==> src/rtl/dpa_pkg.sv <==
// Shared DPA definitions: image-memory geometry, requester indices and the
// arbiter state encoding used by the IM port arbiter and its picker.
package dpa_pkg;

    localparam int NREQ = 3;
    localparam int AW   = 20;
    localparam int DW   = 24;
    localparam int IDXW = 2;

    localparam logic [IDXW-1:0] REQ_HDR   = 2'd0;
    localparam logic [IDXW-1:0] REQ_CLK   = 2'd1;
    localparam logic [IDXW-1:0] REQ_PHOTO = 2'd2;

    typedef enum logic {
        IDLE   = 1'b0,
        LOCKED = 1'b1
    } arb_state_e;

    function automatic logic [NREQ-1:0] idxToOnehot(input logic [IDXW-1:0] idx);
        logic [NREQ-1:0] oh;
        oh      = '0;
        oh[idx] = 1'b1;
        return oh;
    endfunction

endpackage

==> src/rtl/im_arb_pick.sv <==
// Combinational one-hot requester picker. IM_ARB_RR_EN selects round-robin
// (search from pointer+1, wrapping); otherwise the lowest index wins.
module im_arb_pick
    import dpa_pkg::*;
(
    input  logic [NREQ-1:0] i_req,
`ifdef IM_ARB_RR_EN
    input  logic [IDXW-1:0] i_ptr,
`endif
    output logic [NREQ-1:0] o_gnt,
    output logic [IDXW-1:0] o_idx,
    output logic            o_valid
);

`ifdef IM_ARB_RR_EN
    logic [IDXW:0]   w_sum;
    logic [IDXW-1:0] w_cand;

    // First asserted request after the last winner takes the beat.
    always_comb begin
        o_gnt   = '0;
        o_idx   = '0;
        o_valid = 1'b0;
        w_sum   = '0;
        w_cand  = '0;
        for (int k = 1; k <= NREQ; k++) begin
            w_sum = {1'b0, i_ptr} + (IDXW+1)'(k);
            if (w_sum >= (IDXW+1)'(NREQ)) begin
                w_sum = w_sum - (IDXW+1)'(NREQ);
            end
            w_cand = w_sum[IDXW-1:0];
            if (!o_valid && i_req[w_cand]) begin
                o_gnt   = idxToOnehot(w_cand);
                o_idx   = w_cand;
                o_valid = 1'b1;
            end
        end
    end
`else
    logic [IDXW-1:0] w_cand;

    // Scanning downwards lets the lowest asserted index overwrite the rest.
    always_comb begin
        o_gnt   = '0;
        o_idx   = '0;
        o_valid = 1'b0;
        w_cand  = '0;
        for (int k = NREQ - 1; k >= 0; k--) begin
            w_cand = IDXW'(k);
            if (i_req[w_cand]) begin
                o_gnt   = idxToOnehot(w_cand);
                o_idx   = w_cand;
                o_valid = 1'b1;
            end
        end
    end
`endif

endmodule

==> src/rtl/im_port_arbiter.sv <==
// Single-port image-memory arbiter with burst locking and a 3-cycle read
// return. IM_ARB_RR_EN enables the round-robin picker and its pointer.
module im_port_arbiter
    import dpa_pkg::*;
(
    input  logic                 clk,
    input  logic                 reset,
    input  logic [NREQ-1:0]      i_req,
    input  logic [NREQ-1:0]      i_we,
    input  logic [NREQ-1:0]      i_lock,
    input  logic [NREQ*AW-1:0]   i_addr,
    input  logic [NREQ*DW-1:0]   i_wdata,
    output logic [NREQ-1:0]      o_gnt,
    output logic [NREQ-1:0]      o_rvalid,
    output logic [DW-1:0]        o_rdata,
    output logic [IDXW-1:0]      o_owner,
    output logic                 o_locked,
    output logic [AW-1:0]        o_IM_A,
    output logic [DW-1:0]        o_IM_D,
    output logic                 o_IM_WEN,
    input  logic [DW-1:0]        i_IM_Q
);

    arb_state_e      r_state;
    arb_state_e      w_nextState;
    logic [IDXW-1:0] r_owner;
    logic [IDXW-1:0] w_nextOwner;

    logic [NREQ-1:0] w_pickGnt;
    logic [IDXW-1:0] w_pickIdx;
    logic            w_pickValid;

    logic [NREQ-1:0] w_gnt;
    logic [IDXW-1:0] w_gntIdx;
    logic            w_gntValid;
    logic            w_gntWe;

    logic [AW-1:0]   w_addrArr  [NREQ];
    logic [DW-1:0]   w_wdataArr [NREQ];

    logic            r_rd1Valid;
    logic            r_rd2Valid;
    logic [IDXW-1:0] r_rd1Idx;
    logic [IDXW-1:0] r_rd2Idx;

    for (genvar g = 0; g < NREQ; g++) begin : g_unpack
        assign w_addrArr[g]  = i_addr[g*AW +: AW];
        assign w_wdataArr[g] = i_wdata[g*DW +: DW];
    end

`ifdef IM_ARB_RR_EN
    logic [IDXW-1:0] r_ptr;

    im_arb_pick u_pick (
        .i_req   (i_req),
        .i_ptr   (r_ptr),
        .o_gnt   (w_pickGnt),
        .o_idx   (w_pickIdx),
        .o_valid (w_pickValid)
    );

    // The pointer only moves on free arbitration, never during a locked burst.
    always_ff @(posedge clk or posedge reset) begin
        if (reset) begin
            r_ptr <= IDXW'(NREQ - 1);
        end else if (r_state == IDLE && w_gntValid) begin
            r_ptr <= w_gntIdx;
        end
    end
`else
    im_arb_pick u_pick (
        .i_req   (i_req),
        .o_gnt   (w_pickGnt),
        .o_idx   (w_pickIdx),
        .o_valid (w_pickValid)
    );
`endif

    // Ownership is taken only with a granted beat and released on the owner's first lock=0 cycle.
    always_comb begin
        w_nextState = r_state;
        w_nextOwner = r_owner;
        w_gnt       = '0;
        w_gntIdx    = r_owner;
        w_gntValid  = 1'b0;
        if (!reset) begin
            case (r_state)
                IDLE: begin
                    if (w_pickValid) begin
                        w_gnt      = w_pickGnt;
                        w_gntIdx   = w_pickIdx;
                        w_gntValid = 1'b1;
                        if (i_lock[w_pickIdx]) begin
                            w_nextState = LOCKED;
                            w_nextOwner = w_pickIdx;
                        end
                    end
                end
                LOCKED: begin
                    if (i_req[r_owner]) begin
                        w_gnt      = idxToOnehot(r_owner);
                        w_gntValid = 1'b1;
                    end
                    if (!i_lock[r_owner]) begin
                        w_nextState = IDLE;
                    end
                end
                default: w_nextState = IDLE;
            endcase
        end
    end

    assign w_gntWe  = i_we[w_gntIdx];
    assign o_gnt    = w_gnt;
    assign o_owner  = r_owner;
    assign o_locked = (r_state == LOCKED);

    always_ff @(posedge clk or posedge reset) begin
        if (reset) begin
            r_state <= IDLE;
            r_owner <= '0;
        end else begin
            r_state <= w_nextState;
            r_owner <= w_nextOwner;
        end
    end

    // Memory pins: write data is only refreshed on write beats.
    always_ff @(posedge clk or posedge reset) begin
        if (reset) begin
            o_IM_A   <= '0;
            o_IM_D   <= '0;
            o_IM_WEN <= 1'b1;
        end else if (w_gntValid) begin
            o_IM_A   <= w_addrArr[w_gntIdx];
            o_IM_WEN <= ~w_gntWe;
            if (w_gntWe) begin
                o_IM_D <= w_wdataArr[w_gntIdx];
            end
        end else begin
            o_IM_WEN <= 1'b1;
        end
    end

    // Read return: two tracking stages line up with the memory's registered IM_Q.
    always_ff @(posedge clk or posedge reset) begin
        if (reset) begin
            r_rd1Valid <= 1'b0;
            r_rd1Idx   <= '0;
            r_rd2Valid <= 1'b0;
            r_rd2Idx   <= '0;
            o_rvalid   <= '0;
            o_rdata    <= '0;
        end else begin
            r_rd1Valid <= w_gntValid && !w_gntWe;
            r_rd1Idx   <= w_gntIdx;
            r_rd2Valid <= r_rd1Valid;
            r_rd2Idx   <= r_rd1Idx;
            o_rvalid   <= r_rd2Valid ? idxToOnehot(r_rd2Idx) : '0;
            if (r_rd2Valid) begin
                o_rdata <= i_IM_Q;
            end
        end
    end

endmodule

==> config.mk <==
export PLATFORM = sky130hd
export DESIGN_NAME = im_port_arbiter
export DESIGN_NICKNAME = d
export VERILOG_FILES = /design/src/rtl/dpa_pkg.sv /design/src/rtl/im_arb_pick.sv /design/src/rtl/im_port_arbiter.sv
export SDC_FILE = /design/constraint.sdc
export NUM_CORES = 1
export LEC_CHECK = 0
export CAP_MARGIN = 20
export CORE_MARGIN = 2
export CORE_UTILIZATION = 41
export CTS_CLUSTER_SIZE = 16
export DETAILED_ROUTE_END_ITERATION = 10
export PLACE_DENSITY = 0.89
export RECOVER_POWER = 100
export SYNTH_ARGS = -nofsm -noshare
export SYNTH_HDL_FRONTEND = slang
export SYNTH_SLANG_ARGS = --single-unit
==> constraint.sdc <==
create_clock -name clk -period 6.38 [get_ports clk]
set_input_delay 0.638 -clock clk [delete_from_list [all_inputs] [get_ports clk]]
set_output_delay 0.638 -clock clk [all_outputs]
set_load 0.02 [all_outputs]
# After elaboration in Yosys (flattened, before gate mapping)
# Cells that the tools add are included.
op_classes:
  n_reduce_logical: 6
  mux: 44
  magnitude_cmp: 7
  n_bitwise: 4
ops:
  columns: ["op", "count"]
  rows:
  - ["24-bit binary-select mux with 2-bit select", 1]
  - ["24-bit 2-to-1 mux", 2]
  - ["20-bit binary-select mux with 2-bit select", 1]
  - ["20-bit 2-to-1 mux", 2]
  - ["3-bit 2-to-1 mux", 7]
  - ["1-bit 2-to-1 mux", 16]
  - ["2-bit by 3-bit less-than comparator with 1-bit output, second input constant", 4]
  - ["2-bit 2-to-1 mux", 6]
  - ["1-bit binary-select mux with 2-bit select", 4]
  - ["3-bit one-hot mux with 2 select lines", 1]
  - ["1-bit demux with 2-bit select", 2]
  - ["2-bit by 1-bit greater-or-equal comparator with 1-bit output, second input constant", 2]
  - ["1-bit one-hot mux with 2 select lines", 2]
  - ["4-bit AND reduction", 1]
  - ["3-bit greater-or-equal comparator, second input constant", 1]
  - ["1-bit logical AND", 3]
  - ["1-bit NOT", 3]
  - ["2-bit NOT with 3-bit output", 1]
  - ["2-bit AND reduction", 1]
  - ["1-bit zero test", 1]
totals:
  reg_bits: 81
  elab_cells: 72
  input_bits: 167
  output_inout_bits: 78

# Longest topological paths before layout
# Gate-level depths: netlist of the first run.
depth:
  depth_word: 10
  mapped_depth: 9
  mapped_depth_nobuf: 6

# By module
# A second synthesis of the first run with hierarchy kept.
unflattened:
  cells_unflattened: 360
  hier_area_um2: 4393.0
by_module_without_submodules:
  columns: ["module", "seq_area_each_um2", "instances", "cells_each", "area_per_inst_um2"]
  rows:
  - ["im_port_arbiter", 2028.2, 1, 354, 4350.4]
  - ["im_arb_pick", 0.0, 1, 6, 42.5]

# Worst setup path before layout of the first run
# OpenSTA, ideal clock, no wires.
synth_timing:
  path_type: "input-to-reg"
  from: "in reset"
  to: "reg o_IM_D[10]"
  t_required_ns: 6.255
  cell_stages: 7
  path_slack_ns: 2.646
  t_arrival_ns: 3.609
  n_path_buf: 2
  cell_sequence: "inv_1 o311ai_1 inv_1 nand2b_4 buf_6 buf_8 mux2_4"
synth_between:
  elab_chain_cells: 5
  elab_cells_between_ends: 9
synth_lines:
  columns: ["item", "line_no", "text"]
  rows:
  - ["start: declaration", "im_port_arbiter.sv:7", "input logic reset,"]
  - ["2-bit 2-to-1 mux", "im_port_arbiter.sv:86", "if (!reset) begin"]
  - ["2-bit NOT with 3-bit output (not written as such)", "im_port_arbiter.sv:138", "o_IM_D <= w_wdataArr[w_gntIdx];"]
  - ["24-bit binary-select mux with 2-bit select", "im_port_arbiter.sv:138", null]
  - ["24-bit 2-to-1 mux (not written as such) (2 in a row)", "im_port_arbiter.sv:138", null]
  - ["end signal: assignment", "im_port_arbiter.sv:138", null]
  - ["end: declaration", "im_port_arbiter.sv:19", "output logic [DW-1:0] o_IM_D,"]
# Several ways; a longest one is shown, not always the timed one. The select of a mux whose other input is x is not followed.
# A chain may end at the register's enable or synchronous reset.

# Worst setup path in the final report of the first run
layout_timing:
  from: "in reset"
  to: "out o_gnt[2]"
layout_between:
  elab_chain_cells: 1
layout_lines:
  columns: ["item", "line_no", "text"]
  rows:
  - ["3-bit 2-to-1 mux", "im_port_arbiter.sv:86", null]
  - ["end: declaration", "im_port_arbiter.sv:13", "output logic [NREQ-1:0] o_gnt,"]
# No other way between the ends.

==> flow_summary_export.csv, run 1 <==
group,metric,value,unit
power,power_density,414.9,nW/um2
setup_path,critPathKind,"primary input to output pin",
sta,max_freq,218.8,MHz
setup_path,r2r_cells,7,
floorplanning,io_pins,245,
setup_path,slowest_stage,"clkbuf_1",
route,dr_total_vias,3761,
clock_tree,postCtsHoldBufs,0,
worst_hold_path,hold_class,"register to register",
cells_and_area,drive_gt1_share,8.167,%
synthesis,ys_seq_area_share,48.72,%
sta,drv_slew,35,
cells_and_area,regArea,2028,um2
setup_path,r2r_slack,2.32,ns
setup_path,max_stage_delay,1.37,ns
setup_path,required,5.74,ns
sta,setup_violations,0,
floorplanning,num_rows,36,
route,remaining_drc_errors,0,
clock_tree,numCtsBuffers,9,
route,drtAntennaViolNets,0,
sta,hold_viol,0,
sta,post-route-period-util,71.64,%
route,wl_met2,6.726,mm
clock_tree,post_cts_buffers,0,
synthesis,synth_cell_types,38,
setup_path,endpoint_kind,"output pin",
global_routing,grt_overflow,0,
sta,fin_skew,0.009688,ns
clock_tree,clock_tree.root_cell,"clkbuf_8",
global_routing,grt_max_degree,85,
cells_and_area,nFillCells,770,
floorplanning,die_width,104.8,um
global_routing,grt_pass1_wl,19.96,mm
sta,timing.hold.ws,0.3520,ns
sta,fin_setup_tns,0,ns
synthesis,synth.area.top_cells,"dfrtp_1 (48%), mux2i_1 (11%), mux2_4 (6.9%), mux2_2 (6.8%), o21a_1 (3.6%)",
worst_hold_path,min_to,"r_rd2Valid",
synthesis,synth_edf_count,0,
run,maxCapViolCount,1,
synthesis,ys_ff_latch,81,
synthesis,synth_nets,530,
setup_path,crit_fanout,50,
setup_path,crit_path_start_kind,"primary input",
synthesis,synth_area,4163,um2
sta,period_minus_slack,4.571,ns
clock_tree,clkSinkCount,81,
clock_tree,clk_latency,0.35,ns
floorplanning,core_area,9819,um2
synthesis,netlist_instances,363,
cells_and_area,final_cells,733,
cells_and_area,multiInputGateArea,1887,um2
sta,timing.max_slew.rel_slack,-27.75,%
route,drt-met1-wl,4.688,mm
cells_and_area,final_util,69.33,%
synthesis,ys_async_sr_fraction,100.0,%
sta,tightest_slew,1.916,ns
setup_path,path_cells,"dlygate4sd3_1, clkinv_2, clkbuf_1, buf_16, and3_1, clkdlybuf4s50_1",
floorplanning,die_area,10970,um2
power,ir_drop,0.2156,mV
synthesis,avgSynthCellArea,11.47,um2
place,port_buffers,244,
cells_and_area,area_delta_synth_final,63.54,%
worst_hold_path,worstHoldStart,"r_rd1Valid",
clock_tree,clockBufferDepth,2,
route,drtPass1Iterations,4,
sta,grt_setup_unrepaired,"no",
synthesis,ys.flop_type,"dfrtp_1",
route,avgRoutedWirePerCell,17.02,um
route,via_per_inst,5.131,
floorplanning,start_util,42.39,%
power,leakage,2.761,nW
route,wl_met3,728,um
floorplanning,dieHeight,104.8,um
cells_and_area,diodes,0,
global_routing,grtUsageTotal,22.83,%
synthesis,yosysWarnings,0,
global_routing,antenna_found_initial,0,
route,drt_iter0_markers,141,
synthesis,synth_top_area_cell,"dfrtp_1",
setup_path,path_delay_family,"buffers and inverters",
clock_tree,clk_pin_slew,0.08,ns
worst_hold_path,holdPathStages,0,
clock_tree,cts_resized,0,
outcome,violations,"max-capacitance violations, max-slew violations",
setup_path,regToRegStartpoint,"o_owner[1]",
setup_path,critPathArrivalTime,3.93,ns
cells_and_area,fin_nets,763,
clock_tree,htreeDepth,3,
route,maxUsedRoutingLayer,"met4",
setup_path,cp_num_buf_inv,5,
place,gp_congestion,0.8431,
place,dpl.hpwl,9.507,mm
route,routed_wl,12.48,mm
synthesis,yosysTopAreaCellShare,48.09,%
global_routing,grt_pass1_vias,4029,
place,dp.cells,717,
setup_path,r2r_end,"o_IM_D[7]",
clock_tree,tritoncts,"built",
outcome,status,"complete, but fails checks",
==> placed cells by master (no fill, tap or decap), types with 3 or more instances in the layout <==
cell type,count
mux2i_1,47
mux2_1,24
nor2_1,5
dlygate4sd3_1,79
mux2_2,25
clkdlybuf4s50_1,165
a21oi_1,21
and3_1,3
clkbuf_1,3
clkbuf_8,9
nand2_1,33
clkinv_4,3
o21a_1,20
o21ai_0,48
dfrtp_1,80
==> cells in the mapped netlist (all sizes together), types with 3 or more instances <==
library cell  count
dfrtp            80
mux2             49
o21ai            49
mux2i            47
nand2            33
a21oi            21
o21a             21
clkbuf           17
buf              11
nor2              5
and3              3
inv               3
==> power by group <==
part / switching [mW] / internal, mW / leakage [nW]
clock network: 0.188 / 0.220 / 0.105
logic: 0.769 / 0.724 / 1.69
registers: 0.163 / 0.761 / 0.965
total: 1.12 / 1.70 / 2.76
==> worst max path at each step <==
stage                   from  depth (start not counted)  slack, ns    endpoint
finish                 reset                          6       1.81    o_gnt[2]
global placement    i_req[0]                          8       2.70  o_IM_D[22]
global route           reset                          6       1.40    o_gnt[1]
detailed placement  i_req[0]                          8       2.60  o_IM_D[19]
CTS                    reset                          5       2.66    o_gnt[2]
floorplan              reset                          7       2.65  o_IM_D[10]
==> kinds of logic (layout without fill, tap and decap cells) <==
| family | Yosys count | count (layout) | synth area share [%] |
|---|---|---|---|
| AOI/OAI and AO/OA | 101 | 101 | 14.16 |
| buffers and inverters | 31 | 268 | 4.058 |
| DFF | 81 | 81 | 48.72 |
| muxes | 96 | 96 | 26.27 |
| and+or+nand+nor | 54 | 54 | 6.793 |
==> area by class of cell <==
type,count,area share [%]
clock buffers,9,1.820
clock inverters,6,1.378
inverters,3,0.1838
multi-input cells,251,27.72
flip-flops and latches,81,29.79
well taps,133,2.444
repair buffers,250,36.67
==> state kept, by name, summed over array words and instances, names as in the netlist <==
| signal | count |
|---|---|
| o_IM_D | 24 |
| o_rdata | 24 |
| o_IM_A | 20 |
| o_rvalid | 3 |
| o_owner | 2 |
| r_rd1Idx | 2 |
| r_rd2Idx | 2 |
| o_IM_WEN | 1 |
| o_locked | 1 |
| r_rd1Valid | 1 |
| r_rd2Valid | 1 |
==> routing by layer <==
metal / vias up / global-route usage, %
met1: 1808 / 25.11
met2: 156 / 42.49
met3: 31 / 5.053
met5: - / 0
met4: 0 / 8.762
li1: 1766 / -
==> stage by stage <==
| stage | total power [mW] | instance area, um2 | setup WS, ns |
|---|---|---|---|
| final | 2.825 | 6808 | 1.809 |
| after global routing | 2.999 | 6808 | 1.395 |
| after CTS | 3.058 | 6900 | 2.663 |
| after detailed placement | 2.633 | 6683 | 2.599 |
| after global placement | 2.563 | 6655 | 2.697 |
| after floorplan | 1.886 | 4163 | 2.646 |
Power figures use the tool's default switching activity.
==> run 2, diff against run 1 <==
--- a/config.mk
+++ b/config.mk
@@ -7,10 +7,10 @@
 export LEC_CHECK = 0
 export CAP_MARGIN = 20
 export CORE_MARGIN = 2
-export CORE_UTILIZATION = 41
+export CORE_UTILIZATION = 34
 export CTS_CLUSTER_SIZE = 16
 export DETAILED_ROUTE_END_ITERATION = 10
-export PLACE_DENSITY = 0.89
+export PLACE_DENSITY = 0.79
 export RECOVER_POWER = 100
 export SYNTH_ARGS = -nofsm -noshare
 export SYNTH_HDL_FRONTEND = slang
==> constraint.sdc (replaced) <==
create_clock -name clk -period 3.7 [get_ports clk]
set_input_delay 0.37 -clock clk [delete_from_list [all_inputs] [get_ports clk]]
set_output_delay 0.37 -clock clk [all_outputs]
set_load 0.02 [all_outputs]
==> flow_summary_export.csv, run 2 (synthesis results as in run 1) <==
group,metric,value,unit
outcome,status,"finished clean",
floorplanning,die_area,13140,um2
setup_path,r2r_cells,6,
global_routing,grt_pass1_vias,3866,
sta,timing.hold.ws,0.3470,ns
cells_and_area,area_delta_synth_final,67.48,%
cells_and_area,diodes,0,
route,avgRoutedWirePerCell,16.30,um
sta,period_minus_slack,2.876,ns
global_routing,grtUsageTotal,18.70,%
sta,post-route-period-util,77.72,%
sta,fin_setup_tns,0,ns
cells_and_area,largestRegisters,"o_IM_D (24), o_rdata (24), o_IM_A (20)",
worst_hold_path,holdPathStages,0,
place,port_buffers,244,
setup_path,r2r_end,"o_IM_D[6]",
setup_path,r2r_slack,1.10,ns
cells_and_area,fin_nets,765,
worst_hold_path,hold_class,"register to register",
power,power_density,741.8,nW/um2
floorplanning,core_area,11960,um2
global_routing,antenna_found_initial,0,
clock_tree,clk_latency,0.33,ns
sta,max_freq,347.8,MHz
clock_tree,clock_tree.root_cell,"clkbuf_16",
global_routing,grt_max_degree,51,
clock_tree,clk_pin_slew,0.06,ns
sta,timing.max_slew.rel_slack,20.19,%
setup_path,crit_path_start_kind,"primary input",
setup_path,crit_fanout,35,
setup_path,critPathKind,"primary input to output pin",
clock_tree,cts_resized,0,
route,wl_met3,861,um
place,dpl.hpwl,9.311,mm
clock_tree,clockBufferDepth,2,
clock_tree,htreeDepth,3,
cells_and_area,multiInputGateArea,1903,um2
sta,drv_slew,0,
cells_and_area,regArea,2028,um2
clock_tree,clkSinkCount,81,
place,gp_congestion,0.8711,
floorplanning,num_rows,40,
cells_and_area,drive_gt1_share,9.619,%
floorplanning,start_util,34.80,%
power,ir_drop,0.4222,mV
clock_tree,postCtsHoldBufs,0,
sta,setup_violations,0,
setup_path,required,3.33,ns
route,wl_met2,6.387,mm
floorplanning,die_width,114.7,um
route,via_per_inst,4.979,
route,drt-met1-wl,4.847,mm
cells_and_area,final_common_cell,"clkdlybuf4s50_1",
clock_tree,tritoncts,"built",
route,drtAntennaViolNets,0,
worst_hold_path,worstHoldStart,"r_rd1Idx[0]",
global_routing,grt_pass1_wl,19.30,mm
sta,fin_skew,0.005892,ns
clock_tree,post_cts_buffers,0,
route,dr_total_vias,3734,
route,drt_iter0_markers,130,
worst_hold_path,min_to,"r_rd2Idx[0]",
global_routing,grt_overflow,0,
sta,tightest_slew,1.197,ns
run,maxCapViolCount,0,
floorplanning,io_pins,245,
setup_path,critPathArrivalTime,2.51,ns
cells_and_area,nFillCells,1029,
setup_path,endpoint_kind,"output pin",
sta,grt_setup_unrepaired,"no",
power,leakage,2.842,nW
sta,hold_viol,0,
setup_path,regToRegStartpoint,"o_locked",
clock_tree,numCtsBuffers,9,
route,drtPass1Iterations,5,
route,routed_wl,12.22,mm
route,remaining_drc_errors,0,
floorplanning,dieHeight,114.7,um
route,maxUsedRoutingLayer,"met4",
cells_and_area,most-common-layout-cells,"clkdlybuf4s50_1 (163), dlygate4sd3_1 (81), dfrtp_1 (80)",
==> run 2: changes by cell type in the layout (fill, tap and decap cells not counted), sizes merged <==
cell	change
buf	+4
bufinv	+1
clkbuf	-1
clkdlybuf4s50	-2
clkinv	-3
clkinvlp	+1
dlygate4sd3	+2
inv	+1
==> run 2: where the power goes <==
group          switching (mW)  internal, mW
clock network           0.348         0.663
registers               0.265          1.31
logic                    1.32          1.26
==> run 2: area by class of cell <==
type                            instances  area share (%)
Clock buffer                           10           3.284
Sequential cell                        81           29.09
Clock inverter                          6           1.651
Tap cell                              147           2.638
Inverter                                3          0.1795
Multi-Input combinational cell        251           27.30
Timing Repair Buffer                  252           35.86
==> run 2: worst max path at each step <==
stage	start	to	slack, ns	cells past startpoint
6_report	reset	o_gnt[2]	0.82	5
5_1_grt	i_req[0]	o_IM_D[6]	0.67	7
4_1_cts	reset	o_gnt[2]	1.01	5
3_5_place_dp	i_req[0]	o_IM_D[20]	0.70	7
3_3_place_gp	i_req[0]	o_IM_D[20]	0.75	7
2_1_floorplan	reset	o_IM_D[10]	0.23	7
==> run 2: routing by layer <==
metal / track usage (%) / vias to the layer above
met5: 0 / -
met4: 4.715 / 0
met3: 5.558 / 11
met2: 34.08 / 145
met1: 21.31 / 1803
li1: - / 1775
==> run 2: through the flow <==
step / setup WS (ns) / util [%] / total power [mW] / cells / instance area, um2
after detailed placement: 0.6983 / 56.04 / 4.515 / 734 / 6703
final: 0.8245 / 58.28 / 5.172 / 750 / 6972
after floorplan: 0.2337 / - / 3.253 / 363 / 4163
after global placement: 0.7526 / 56.04 / 4.431 / 734 / 6703
after global routing: 0.6744 / 58.28 / 5.503 / 750 / 6972
after CTS: 1.006 / 58.91 / 5.555 / 750 / 7047
==> run 2: worst max-delay path: stages <==
cell and delay (ns):
dlygate4sd3_1 0.65, clkinvlp_2 0.14, buf_4 0.41, and3_1 0.24
dlygate4sd3_1 0.69
==> run 3, diff against run 2 <==
--- a/config.mk
+++ b/config.mk
@@ -7,10 +7,10 @@
 export LEC_CHECK = 0
 export CAP_MARGIN = 20
 export CORE_MARGIN = 2
-export CORE_UTILIZATION = 34
+export CORE_UTILIZATION = 38
 export CTS_CLUSTER_SIZE = 16
 export DETAILED_ROUTE_END_ITERATION = 10
-export PLACE_DENSITY = 0.79
+export PLACE_DENSITY = 0.84
 export RECOVER_POWER = 100
 export SYNTH_ARGS = -nofsm -noshare
 export SYNTH_HDL_FRONTEND = slang
==> constraint.sdc (replaced) <==
create_clock -name clk -period 3 [get_ports clk]
set_input_delay 0.3 -clock clk [delete_from_list [all_inputs] [get_ports clk]]
set_output_delay 0.3 -clock clk [all_outputs]
set_load 0.02 [all_outputs]
==> flow_summary_export.csv, run 3 (synthesis results as in run 1) <==
group,metric,value,unit
outcome,status,"finished clean",
place,gp_congestion,0.8467,
clock_tree,tritoncts,"built",
clock_tree,numCtsBuffers,9,
global_routing,grt_pass1_wl,18.65,mm
power,ir_drop,0.4432,mV
clock_tree,cts_resized,0,
clock_tree,clockBufferDepth,2,
sta,hold_viol,0,
power,leakage,2.793,nW
route,drt_iter0_markers,135,
cells_and_area,fin_nets,767,
setup_path,path_cells,"dlygate4sd3_1, or4b_1, nand2_1, o211ai_1, a22oi_1, nand2b_4, mux2_1",
global_routing,grt_max_degree,58,
route,routed_wl,12.19,mm
route,remaining_drc_errors,0,
setup_path,endpoint_kind,"register",
cells_and_area,largestRegisters,"o_IM_D (24), o_rdata (24), o_IM_A (20)",
place,place_ws,0.1148,ns
cells_and_area,final_common_cell,"clkdlybuf4s50_1",
cells_and_area,area_delta_synth_final,64.62,%
sta,fin_skew,0.006232,ns
sta,worst_slack,0.4991,ns
cells_and_area,most-common-layout-cells,"clkdlybuf4s50_1 (164), dlygate4sd3_1 (80), dfrtp_1 (80)",
sta,timing.max_slew.rel_slack,6.192,%
route,via_per_inst,5.054,
sta,grt_setup_unrepaired,"no",
clock_tree,clock_tree.root_cell,"clkbuf_8",
floorplanning,core_area,10750,um2
global_routing,grt_overflow,0,
setup_path,crit_path_start_kind,"primary input",
floorplanning,die_area,11810,um2
setup_path,required,3.23,ns
clock_tree,clkSinkCount,81,
setup_path,critPathKind,"primary input to register",
floorplanning,num_rows,38,
sta,setup_violations,0,
clock_tree,htreeDepth,3,
route,avgRoutedWirePerCell,16.37,um
setup_path,max_stage_delay,0.73,ns
route,drtAntennaViolNets,0,
cells_and_area,diodes,0,
setup_path,critPathArrivalTime,2.73,ns
global_routing,grt_pass1_vias,3789,
setup_path,cp_num_buf_inv,1,
place,dpl.hpwl,9.597,mm
global_routing,grtUsageTotal,20.55,%
clock_tree,clk_pin_slew,0.07,ns
route,dr_total_vias,3765,
floorplanning,start_util,38.74,%
floorplanning,io_pins,245,
setup_path,crit_fanout,25,
sta,period_minus_slack,2.501,ns
run,maxCapViolCount,0,
clock_tree,clk_latency,0.35,ns
cells_and_area,drive_gt1_share,8.926,%
sta,max_freq,399.9,MHz
setup_path,r2r_slack,0.55,ns
sta,fin_setup_tns,0,ns
sta,post-route-period-util,83.36,%
route,drtPass1Iterations,4,
floorplanning,dieHeight,108.7,um
worst_hold_path,hold_class,"register to register",
sta,drv_slew,0,
clock_tree,post_cts_buffers,0,
global_routing,antenna_found_initial,0,
power,power_density,882.6,nW/um2
sta,tightest_slew,1.407,ns
setup_path,slowest_stage,"dlygate4sd3_1",
place,port_buffers,244,
floorplanning,die_width,108.7,um
cells_and_area,nFillCells,908,
clock_tree,postCtsHoldBufs,0,
setup_path,path_delay_family,"simple AND/OR/NAND/NOR gates",
run 3: area by class of cell:
cell class	count	area, um2	area share (%)
multi-input cells	251	1894	27.64
clock buffers	11	131.4	1.917
inverters	3	12.51	0.1826
well taps	140	175.2	2.556
flip-flops and latches	81	2028	29.60
repair buffers	254	2532	36.95
clock inverters	5	78.83	1.150
run 3: routing by layer:
metal | up-vias | routed length [um] | GRT usage (%)
li1 | 1773 | - | -
met1 | 1802 | 4527 | 22.34
met2 | 169 | 6485 | 38.08
met3 | 21 | 933 | 5.798
met4 | 0 | 246 | 7.143
met5 | - | 0 | 0
run 3: metrics by stage:
stage / power [mW] / hold WS, ns / std cells / util, % / cell area (um2)
6_report: 6.048 / 0.3534 / 745 / 63.78 / 6853
5_1_grt: 6.433 / 0.3609 / 745 / 63.78 / 6853
4_1_cts: 6.493 / 0.3565 / 745 / 64.65 / 6947
3_5_place_dp: 5.627 / 0.3378 / 729 / 62.69 / 6736
3_3_place_gp: 5.494 / 0.3336 / 729 / 62.69 / 6736
2_1_floorplan: 4.012 / 0.3312 / 363 / - / 4167
run 3: worst reg2reg max path: cells and delay by family (launching register included):
family | cells | cell delay [ns]
AND/OR/NAND/NOR | 3 | 0.84
multiplexers | 1 | 0.38
flip-flops | 1 | 0.52
AO/OA/AOI/OAI | 2 | 0.60
run 3: power breakdown:
part	switching, mW	total, mW	internal (mW)
clock network	0.380	0.850	0.470
registers	0.332	1.95	1.62
logic	1.67	3.25	1.58
run 3: worst paths after layout:
| kind | cells past startpoint | endpoint | startpoint |
|---|---|---|---|
| min reg2reg | 0 | r_rd2Valid | r_rd1Valid |
| min | 0 | r_rd2Valid | r_rd1Valid |
| max reg2reg | 6 | o_IM_D[17] | o_locked |
| max in group asynchronous | 3 | o_IM_D[21] | reset |
| min in group asynchronous | 3 | o_rdata[4] | reset |
| max | 7 | o_IM_D[17] | i_req[1] |
